<file path="src/rtl/chess_pkg.sv">
// Shared chessboard types, geometry constants and pipeline bundles
// for the per-pixel sprite fetch front end.
package chess_pkg;

    typedef enum logic [3:0] {
        EMPTY  = 4'd0,
        PAWN   = 4'd1,
        KNIGHT = 4'd2,
        BISHOP = 4'd3,
        ROOK   = 4'd4,
        QUEEN  = 4'd5,
        KING   = 4'd6
    } piece_t;

    localparam logic [3:0] BLACK = 4'h8;

    localparam int BOARD_X0 = 192;
    localparam int BOARD_Y0 = 112;
    localparam int SQ_LOG2  = 5;
    localparam int BOARD_PX = 1 << (SQ_LOG2 + 3);

    localparam logic [3:0] TRANSP_INDEX = 4'd1;

    typedef struct packed {
        logic               valid;
        logic               inb;
        logic [2:0]         row;
        logic [2:0]         col;
        logic [SQ_LOG2-1:0] sx;
        logic [SQ_LOG2-1:0] sy;
    } s0_t;

    typedef struct packed {
        logic               valid;
        logic               inb;
        logic               dark;
        logic               hl;
        logic [3:0]         piece;
        logic [SQ_LOG2-1:0] sx;
        logic [SQ_LOG2-1:0] sy;
    } s1_t;

    typedef struct packed {
        logic       valid;
        logic       inb;
        logic       dark;
        logic       hl;
        logic [3:0] piece;
        logic [3:0] pal;
        logic       opaque;
    } out_t;

    function automatic logic piece_present(input logic [3:0] p);
        return p != EMPTY;
    endfunction

endpackage

</file>
<file path="src/rtl/board_locator.sv">
// Maps a screen coordinate onto the board: in-board test, square
// row/col and the pixel offset inside the square.
module board_locator
    import chess_pkg::*;
(
    input  logic [9:0]         draw_x,
    input  logic [9:0]         draw_y,
    output logic               inb,
    output logic [2:0]         row,
    output logic [2:0]         col,
    output logic [SQ_LOG2-1:0] sx,
    output logic [SQ_LOG2-1:0] sy
);

    localparam int RW = SQ_LOG2 + 3;

    logic [RW-1:0] rx;
    logic [RW-1:0] ry;
    logic          inb_x;
    logic          inb_y;

    // Only the low board-width bits of the wrapped offset matter.
    always_comb begin
        rx    = RW'(draw_x - 10'(BOARD_X0));
        ry    = RW'(draw_y - 10'(BOARD_Y0));
        inb_x = (draw_x >= 10'(BOARD_X0)) &&
                (draw_x <  10'(BOARD_X0 + BOARD_PX));
        inb_y = (draw_y >= 10'(BOARD_Y0)) &&
                (draw_y <  10'(BOARD_Y0 + BOARD_PX));
        inb   = inb_x && inb_y;
        col   = rx[RW-1:SQ_LOG2];
        row   = ry[RW-1:SQ_LOG2];
        sx    = rx[SQ_LOG2-1:0];
        sy    = ry[SQ_LOG2-1:0];
    end

endmodule

</file>
<file path="src/rtl/sprite_pixel_fetch.sv">
// Three-stage pixel pipeline: locate square, read board RAM, read
// sprite ROM; outputs aligned to the pixel for the colour mux.
module sprite_pixel_fetch
    import chess_pkg::*;
(
    input  logic        clk,
    input  logic        rst_n,
    input  logic        pix_en,
    input  logic [9:0]  draw_x,
    input  logic [9:0]  draw_y,
    input  logic [6:0]  sel_sq,
    output logic [5:0]  sq_addr,
    input  logic [3:0]  sq_piece,
    output logic [13:0] spr_addr,
    input  logic [3:0]  spr_index,
    output logic        out_valid,
    output logic        in_board,
    output logic        square_dark,
    output logic        highlight,
    output logic [3:0]  piece_code,
    output logic [3:0]  pal_index,
    output logic        opaque
);

    s0_t  s0_d, s0_q;
    s1_t  s1_d, s1_q;
    out_t out_d, out_q;

    logic               lo_inb;
    logic [2:0]         lo_row;
    logic [2:0]         lo_col;
    logic [SQ_LOG2-1:0] lo_sx;
    logic [SQ_LOG2-1:0] lo_sy;

    board_locator u_loc (
        .draw_x (draw_x),
        .draw_y (draw_y),
        .inb    (lo_inb),
        .row    (lo_row),
        .col    (lo_col),
        .sx     (lo_sx),
        .sy     (lo_sy)
    );

    always_comb begin
        s0_d  = s0_q;
        s1_d  = s1_q;
        out_d = out_q;
        if (pix_en) begin
            s0_d.valid = 1'b1;
            s0_d.inb   = lo_inb;
            s0_d.row   = lo_row;
            s0_d.col   = lo_col;
            s0_d.sx    = lo_sx;
            s0_d.sy    = lo_sy;

            s1_d.valid = s0_q.valid;
            s1_d.inb   = s0_q.inb;
            s1_d.piece = s0_q.inb ? sq_piece : 4'(EMPTY);
            s1_d.dark  = s0_q.row[0] ^ s0_q.col[0];
            // Wrapped off-board coordinates must never light the cursor.
            s1_d.hl    = s0_q.inb && sel_sq[6] &&
                         (sel_sq[5:0] == {s0_q.row, s0_q.col});
            s1_d.sx    = s0_q.sx;
            s1_d.sy    = s0_q.sy;

            out_d.valid  = s1_q.valid;
            out_d.inb    = s1_q.inb;
            out_d.dark   = s1_q.dark;
            out_d.hl     = s1_q.hl;
            out_d.piece  = s1_q.piece;
            out_d.pal    = piece_present(s1_q.piece) ? spr_index : 4'd0;
            out_d.opaque = piece_present(s1_q.piece) &&
                           (spr_index != TRANSP_INDEX);
        end
    end

    always_ff @(posedge clk or negedge rst_n) begin
        if (!rst_n) begin
            s0_q  <= '0;
            s1_q  <= '0;
            out_q <= '0;
        end else begin
            s0_q  <= s0_d;
            s1_q  <= s1_d;
            out_q <= out_d;
        end
    end

    assign sq_addr     = {s0_q.row, s0_q.col};
    assign spr_addr    = {s1_q.piece, s1_q.sy, s1_q.sx};
    assign out_valid   = out_q.valid;
    assign in_board    = out_q.inb;
    assign square_dark = out_q.dark;
    assign highlight   = out_q.hl;
    assign piece_code  = out_q.piece;
    assign pal_index   = out_q.pal;
    assign opaque      = out_q.opaque;

endmodule
</file>
<file path="config.mk">
export PLATFORM = sky130hd
export DESIGN_NAME = sprite_pixel_fetch
export DESIGN_NICKNAME = d
export VERILOG_FILES = /design/src/rtl/chess_pkg.sv /design/src/rtl/board_locator.sv /design/src/rtl/sprite_pixel_fetch.sv
export SDC_FILE = /design/constraint.sdc
export NUM_CORES = 1
export LEC_CHECK = 0
export ABC_AREA = 1
export ABC_CLOCK_PERIOD_IN_PS = 1250
export CORE_ASPECT_RATIO = 2
export CORE_MARGIN = 2
export CORE_UTILIZATION = 38
export CTS_CLUSTER_SIZE = 20
export DETAILED_ROUTE_END_ITERATION = 10
export PLACE_DENSITY = 0.7
export SETUP_SLACK_MARGIN = 0.02
export SLEW_MARGIN = 10
export SYNTH_ARGS = -nofsm -noshare
export SYNTH_HDL_FRONTEND = slang
export SYNTH_SLANG_ARGS = --single-unit
</file>
<file path="constraint.sdc">
create_clock -name clk -period 1.25 [get_ports clk]
set_clock_uncertainty 0.2 [all_clocks]
set_input_delay 0.1875 -clock clk [delete_from_list [all_inputs] [get_ports clk]]
set_output_delay 0.1875 -clock clk [all_outputs]
set_load 0.02 [all_outputs]
</file>
==> results of run 1 <==
[flip-flops by register name, summed over array words and instances (netlist names)]
signal       cells
square_dark      1
out_valid        1
piece_code       4
s0_q            12
s1_q             4
pal_index        4
opaque           1
in_board         1
highlight        1
sq_addr          6
spr_addr        14
[logic make-up (layout without fill, tap and decap cells)]
family	Yosys count	count (layout)	synth area share, %
DFF	49	49	56.2
adders and majority gates	2	2	1.15
xor gates and xnor gates	8	8	3.21
AOI/OAI and AO/OA	18	18	4.18
buffers and inverters	44	121	11.9
and+or+nand+nor	131	131	23.4
[layout make-up]
cell class,instances,area (um2),share of cell area (%)
clock buffers,6,139,4.38
clock inverters,2,13.8,0.434
inverters,14,52.6,1.66
multi-input cells,159,722,22.8
flip-flops and latches,49,1230,38.7
well taps,61,76.3,2.41
repair buffers,99,941,29.7
[what timing repair did]
action / in CTS / in global routing
setup buffers: 1 / 9
pin swaps: 3 / 5
setup endpoints to repair: 51 / 35
resized for setup: 146 / 51
hold buffers: 1 / 0
endpoints found under the hold margin: 49 / 0
[final timing paths]
kind / slack [ns] / cells after the start / from / endpoint
worst max-delay path: 0.02 / 1 / spr_addr[13]$_DFFE_PN0P_ / spr_addr[13]
worst min-delay path: -0.01 / 2 / draw_x[6] / sq_addr[1]$_DFFE_PN0P_
worst max register to register: 0.03 / 5 / sq_addr[5]$_DFFE_PN0P_ / s1_q[14]$_DFFE_PN0P_
worst min register to register: 0.27 / 1 / s0_q[17]$_DFFE_PN0P_ / s0_q[17]$_DFFE_PN0P_
max in group asynchronous: 0.28 / 3 / rst_n / s1_q[14]$_DFFE_PN0P_
min in group asynchronous: 0.08 / 2 / rst_n / piece_code[3]$_DFFE_PN0P_
[per-layer routing]
metal / vias up / track usage (%) / routed length (um)
li1: 898 / - / -
met1: 818 / 19.6 / 1920
met2: 65 / 25.4 / 2250
met3: 6 / 3.62 / 382
met4: 0 / 5.74 / 61
met5: - / 0 / 0
[stage by stage]
| step | hold WS (ns) | util [%] | area [um2] | total power, mW | setup slack (ns) |
|---|---|---|---|---|---|
| global placement | -0.149 | 52.0 | 2920 | 2.59 | -0.285 |
| CTS | 0.0952 | 52.7 | 2960 | 3.91 | 0.0111 |
| finish | -0.0126 | 56.5 | 3170 | 3.98 | 0.0224 |
| detailed placement | -0.138 | 52.0 | 2920 | 2.61 | -0.324 |
| floorplan | -0.308 | - | 2180 | 2.23 | 0.211 |
| global route | 0.0255 | 56.5 | 3170 | 4.18 | -0.0291 |
[power by group]
group / switching [mW] / internal (mW) / total, mW
sequential: 0.0808 / 1.72 / 1.80
clock: 0.567 / 0.796 / 1.36
combinational: 0.391 / 0.432 / 0.823
[placed cells by master (no fill, tap or decap), types with 2 or more instances in the layout]
cell / instances
buf_2: 7
xnor2_2: 2
dlygate4sd2_1: 3
o21ai_0: 11
clkbuf_16: 5
buf_12: 3
nor2_1: 6
ha_2: 2
buf_6: 23
clkdlybuf4s50_1: 32
nand2_1: 111
inv_1: 11
buf_4: 29
nand3_1: 9
nand2_2: 2
o21ai_1: 6
inv_2: 3
xnor2_1: 3
xor2_1: 3
dfrtp_1: 49
==> summary.md, run 1 <==
| Metric | Value |
|---|---|
| DPL Wire Length | `3290 um` |
| Clk Tree Root Cell | `clkbuf_16` |
| Grt ovf | `0` |
| Hold crit path type | `input port to flop` |
| Row count | `39` |
| Count leader, synth | `nand2_1` |
| Yosys top cell area share | `56.2%` |
| RSZ-0062 raised after global routing | `true` |
| Clk sink count | `49` |
| Hold_ws | `-0.0126 ns` |
| Cell area after synthesis | `2180 um2` |
| Crit-path slowest cell | `dfrtp_1` |
| Gpl congestion | `0.734` |
| First-pass GRT wire length | `7950 um` |
| DR vias | `1,787` |
| Drt wl/cell | `11.8 um` |
| Inst Count DP | `371` |
| Share of layout cells above drive strength 1 | `24.3%` |
| Final net count | `368` |
| CP cell instances | `buf_6` |
| Critical path's largest stage delay | `0.41 ns` |
| Fin. Hold Viols | `1` |
| Drt pass-1 iters | `4` |
| Syn Nets | `292` |
| Fin crit share | `98.2%` |
| FMAX | `0.815 GHz` |
| Final Critical Period | `1.23 ns` |
| # DRC | `0` |
| Number of synthesized flops with an enable pin | `0` |
| Initial antenna violation count | `0` |
| CTS tree | `done` |
| Critical Path Source Type | `flop` |
| Pwr dens | `1260 nW/um2` |
| Primary FF master, synth | `dfrtp_1` |
| Status | `finished with violations` |
| Starting Density | `38.9%` |
| Buffers on Ports | `70` |
| FF+latch count, synth | `49` |
| Max Cap Viol | `0` |
| Post-route insts no fill | `390` |
| Synth top cells by count | `nand2_1, dfrtp_1, buf_4, o21ai_0, inv_1` |
| Unique masters post-synth | `17` |
| H-tree depth reported by CTS | `2` |
| WP data arrival | `0.84 ns` |
| Via density per instance | `4.58` |
| Avg Cell Area, Syn | `8.66 um2` |
| Violations in the final reports | `hold timing` |
| CP Buf/Inv Count | `1` |
| Worst-Skew Late Latency | `0.29 ns` |
| Max_slew headroom | `83.6%` |
| Area grow syn2layout | `45.2%` |
| Clock slew at reported path FFs | `0.06 ns` |
| Critical path's top delay family | `flip-flops` |
| Post-synth top area cell | `dfrtp_1` |
| Asr flop ratio synth | `100%` |
| Drt total wl | `4610 um` |
| Drt first-iter violations | `51` |
| Worst setup path class | `flop to output port` |
| Peak supply drop | `1.08 mV` |
| Die area | `6400 um2` |
| Fin. max-slew vios | `0` |
| CORE AREA | `5610 um2` |
| Die W | `57.6 um` |
| Diode count | `0` |
| ANT nets after route | `0` |
| Ys Warns | `0` |
| Crit path max fanout | `2` |
| Vias in the first global route | `1,836` |
| Largest cells by area after synthesis | `dfrtp_1, nand2_1, buf_4, o21ai_0, inv_1` |
| Worst EP required | `0.86 ns` |
| Total track usage | `15.5%` |
| Largest net degree at the start of global routing | `42` |
| Actual slew at the worst max-slew pin | `0.246 ns` |
| Die Ht | `111 um` |
| Total CTS buffers | `5` |
| Setup violations, final | `0` |
| P_leak | `1.65 nW` |
| Bufs on Longest Clock Path | `2` |
| TNS Setup | `0 ns` |
| Crit end category | `output port` |
| Ports | `71` |
| Post-synthesis cell count | `252` |
| Layout filler cell count | `494` |
| Part of the Yosys area used for sequential elements | `56.2%` |
(Power assumes the default switching activity.)
==> inputs of run 2 (changes only) <==
--- a/config.mk
+++ b/config.mk
@@ -7,12 +7,14 @@
 export LEC_CHECK = 0
 export ABC_AREA = 1
 export ABC_CLOCK_PERIOD_IN_PS = 1250
+export CELL_PAD_IN_SITES_DETAIL_PLACEMENT = 0
+export CELL_PAD_IN_SITES_GLOBAL_PLACEMENT = 1
 export CORE_ASPECT_RATIO = 2
 export CORE_MARGIN = 2
-export CORE_UTILIZATION = 38
+export CORE_UTILIZATION = 33
 export CTS_CLUSTER_SIZE = 20
 export DETAILED_ROUTE_END_ITERATION = 10
-export PLACE_DENSITY = 0.7
+export PLACE_DENSITY = 0.81
 export SETUP_SLACK_MARGIN = 0.02
 export SLEW_MARGIN = 10
 export SYNTH_ARGS = -nofsm -noshare
==> constraint.sdc (replaced) <==
create_clock -name clk -period 1.25 [get_ports clk]
set_clock_uncertainty 0.2 [all_clocks]
set_input_delay 0.1875 -clock clk [delete_from_list [all_inputs] [get_ports clk]]
set_output_delay 0.1875 -clock clk [all_outputs]
set_load 0.005 [all_outputs]
==> run 2 against run 1 <==
Net effect:
- sequential power hardly changed
- core utilization fell by 8.5 points
- power grew 0.30%
- the flow now finishes without violations
- clock power increased by 12%
==> summary.md, run 2 (synthesis gave the netlist of run 1 again) <==
| Metric | Value |
|---|---|
| Buffers on Ports | `70` |
| FF-to-FF setup slack | `0.00001 ns` |
| Post-route insts no fill | `418` |
| Commonest non-fill, non-tap cell in the layout | `nand2_1` |
| Peak supply drop | `1.01 mV` |
| Fin. max-slew vios | `0` |
| Starting Density | `33.5%` |
| Max_slew headroom | `79.7%` |
| Final Critical Period | `1.25 ns` |
| DP Worst Slack | `-0.317 ns` |
| Bufs on Longest Clock Path | `2` |
| CTS tree | `done` |
| Die W | `61.5 um` |
| Die Ht | `119 um` |
| Via density per instance | `4.42` |
| Largest net degree at the start of global routing | `31` |
| Total CTS buffers | `5` |
| Worst reg2reg path startpoint | `sq_addr[0]$_DFFE_PN0P_` |
| FMAX | `0.800 GHz` |
| Final net count | `369` |
| CORE AREA | `6520 um2` |
| Design Area, Final | `3130 um2` |
| Total track usage | `14.6%` |
| Footprint of the multi-input gates | `756 um2` |
| Drt first-iter violations | `61` |
| Hold_ws | `0.129 ns` |
| FF+latch area | `1230 um2` |
| TNS Setup | `0 ns` |
| Clock slew at reported path FFs | `0.07 ns` |
| Flop pwr share | `44.8%` |
| Initial antenna violation count | `0` |
| Clk sink count | `49` |
| Row count | `42` |
| Crit end category | `flop` |
| CP dominant cell by count | `nand2_1` |
| Fin. Hold Viols | `0` |
| Drt pass-1 iters | `4` |
| Ports | `71` |
| ANT nets after route | `0` |
| Layout filler cell count | `677` |
| Most frequent cells in the layout | `nand2_1, dfrtp_1, clkdlybuf4s50_1, buf_2, buf_4` |
| P_leak | `1.67 nW` |
| Crit path max fanout | `2` |
| Gpl congestion | `0.789` |
| H-tree depth reported by CTS | `2` |
| Clk Tree Root Cell | `clkbuf_16` |
| Drt wl/cell | `11.9 um` |
| Clk pwr share | `38.2%` |
| Cell area after placement | `2970 um2` |
| Final worst setup slack | `0.0000118 ns` |
| Die area | `7320 um2` |
| Max Cap Viol | `0` |
| Critical Path Source Type | `flop` |
| First-pass GRT wire length | `8160 um` |
| Reg2reg end | `s1_q[14]$_DFFE_PN0P_` |
| RSZ-0062 raised after global routing | `true` |
| Worst EP required | `1.28 ns` |
| Pwr dens | `1280 nW/um2` |
| Critical path's largest stage delay | `0.39 ns` |
| Actual slew at the worst max-slew pin | `0.305 ns` |
| WP data arrival | `1.28 ns` |
| Switching pwr | `0.955 mW` |
| Utilization after layout | `48.0%` |
| DPL Wire Length | `3480 um` |
| Internal | `3.04 mW` |
| Worst setup path class | `flop to flop` |
| Hold crit path type | `input port to asynchronous set/reset pin` |
| Diode count | `0` |
| Drt total wl | `4990 um` |
| CP cell instances | `buf_6 > buf_6 > xnor2_2 > nand2_1 > nor2_2 > nand2_1 > nand2_1` |
| Setup violations, final | `0` |
| DR vias | `1,846` |
| R2R cell count | `7` |
| Status | `finished, final reports clean` |
| Worst-Skew Late Latency | `0.29 ns` |
| # DRC | `0` |
| Inst Count DP | `398` |
| Grt ovf | `0` |
| Net Sw Frac | `23.9%` |
| Share of layout cells above drive strength 1 | `27.0%` |
| Comb power frac | `17.1%` |
| Crit-path slowest cell | `dfrtp_1` |
| Area grow syn2layout | `43.3%` |
| Final Power | `4.00 mW` |
| Fin crit share | `100%` |
| Largest register FFs | `14` |
| Vias in the first global route | `1,862` |
==> run 2: critical path, delay by kind of cell (launching register included) <==
family	cells	cell delay, ns
flip-flops	1	0.39
AND/OR/NAND/NOR	4	0.28
buffers and inverters	2	0.22
XOR/XNOR	1	0.10
==> run 2: power by group through the flow <==
stage	sequential [mW]	combinational (mW)	clock (mW)
2_1_floorplan	1.81	0.307	0
3_3_place_gp	1.82	0.680	0
3_5_place_dp	1.82	0.687	0
4_1_cts	1.79	0.671	1.59
5_1_grt	1.80	0.764	1.65
6_report	1.79	0.681	1.53
==> run 2: routing by layer <==
| layer | vias to the layer above | wire length (um) | global-route usage (%) |
|---|---|---|---|
| li1 | 905 | - | - |
| met4 | 0 | 118 | 6.25 |
| met2 | 79 | 2260 | 22.4 |
| met1 | 853 | 2240 | 19.4 |
| met3 | 9 | 365 | 3.15 |
| met5 | - | 0 | 0 |
==> run 2: area by class of cell <==
cell class	instances	area share, %
well taps	88	3.52
flip-flops and latches	49	39.2
repair buffers	100	26.1
clock inverters	3	1.40
multi-input cells	159	24.2
clock buffers	5	4.00
inverters	14	1.68
==> run 2: repair_timing <==
| item | in CTS | in global routing |
|---|---|---|
| hold buffers | 1 | 0 |
| setup buffers | 11 | 1 |
| resized for setup | 139 | 16 |
| pin swaps | 8 | 9 |
| endpoints found under the setup margin | 35 | 30 |
| endpoints found under the hold margin | 49 | 0 |
==> run 2: how the worst max path moves through the flow <==
stage                           startpoint                    to  slack (ns)  cells past startpoint
floorplan             s0_q[16]$_DFFE_PN0P_  s1_q[14]$_DFFE_PN0P_        0.21                      6
global placement                 draw_y[4]  s0_q[16]$_DFFE_PN0P_       -0.28                      7
detailed placement               draw_y[4]  s0_q[16]$_DFFE_PN0P_       -0.32                      7
CTS                 sq_addr[0]$_DFFE_PN0P_  s1_q[14]$_DFFE_PN0P_       -0.05                      7
global route        sq_addr[0]$_DFFE_PN0P_  s1_q[14]$_DFFE_PN0P_       -0.08                      7
finish              sq_addr[0]$_DFFE_PN0P_  s1_q[14]$_DFFE_PN0P_     0.00001                      7
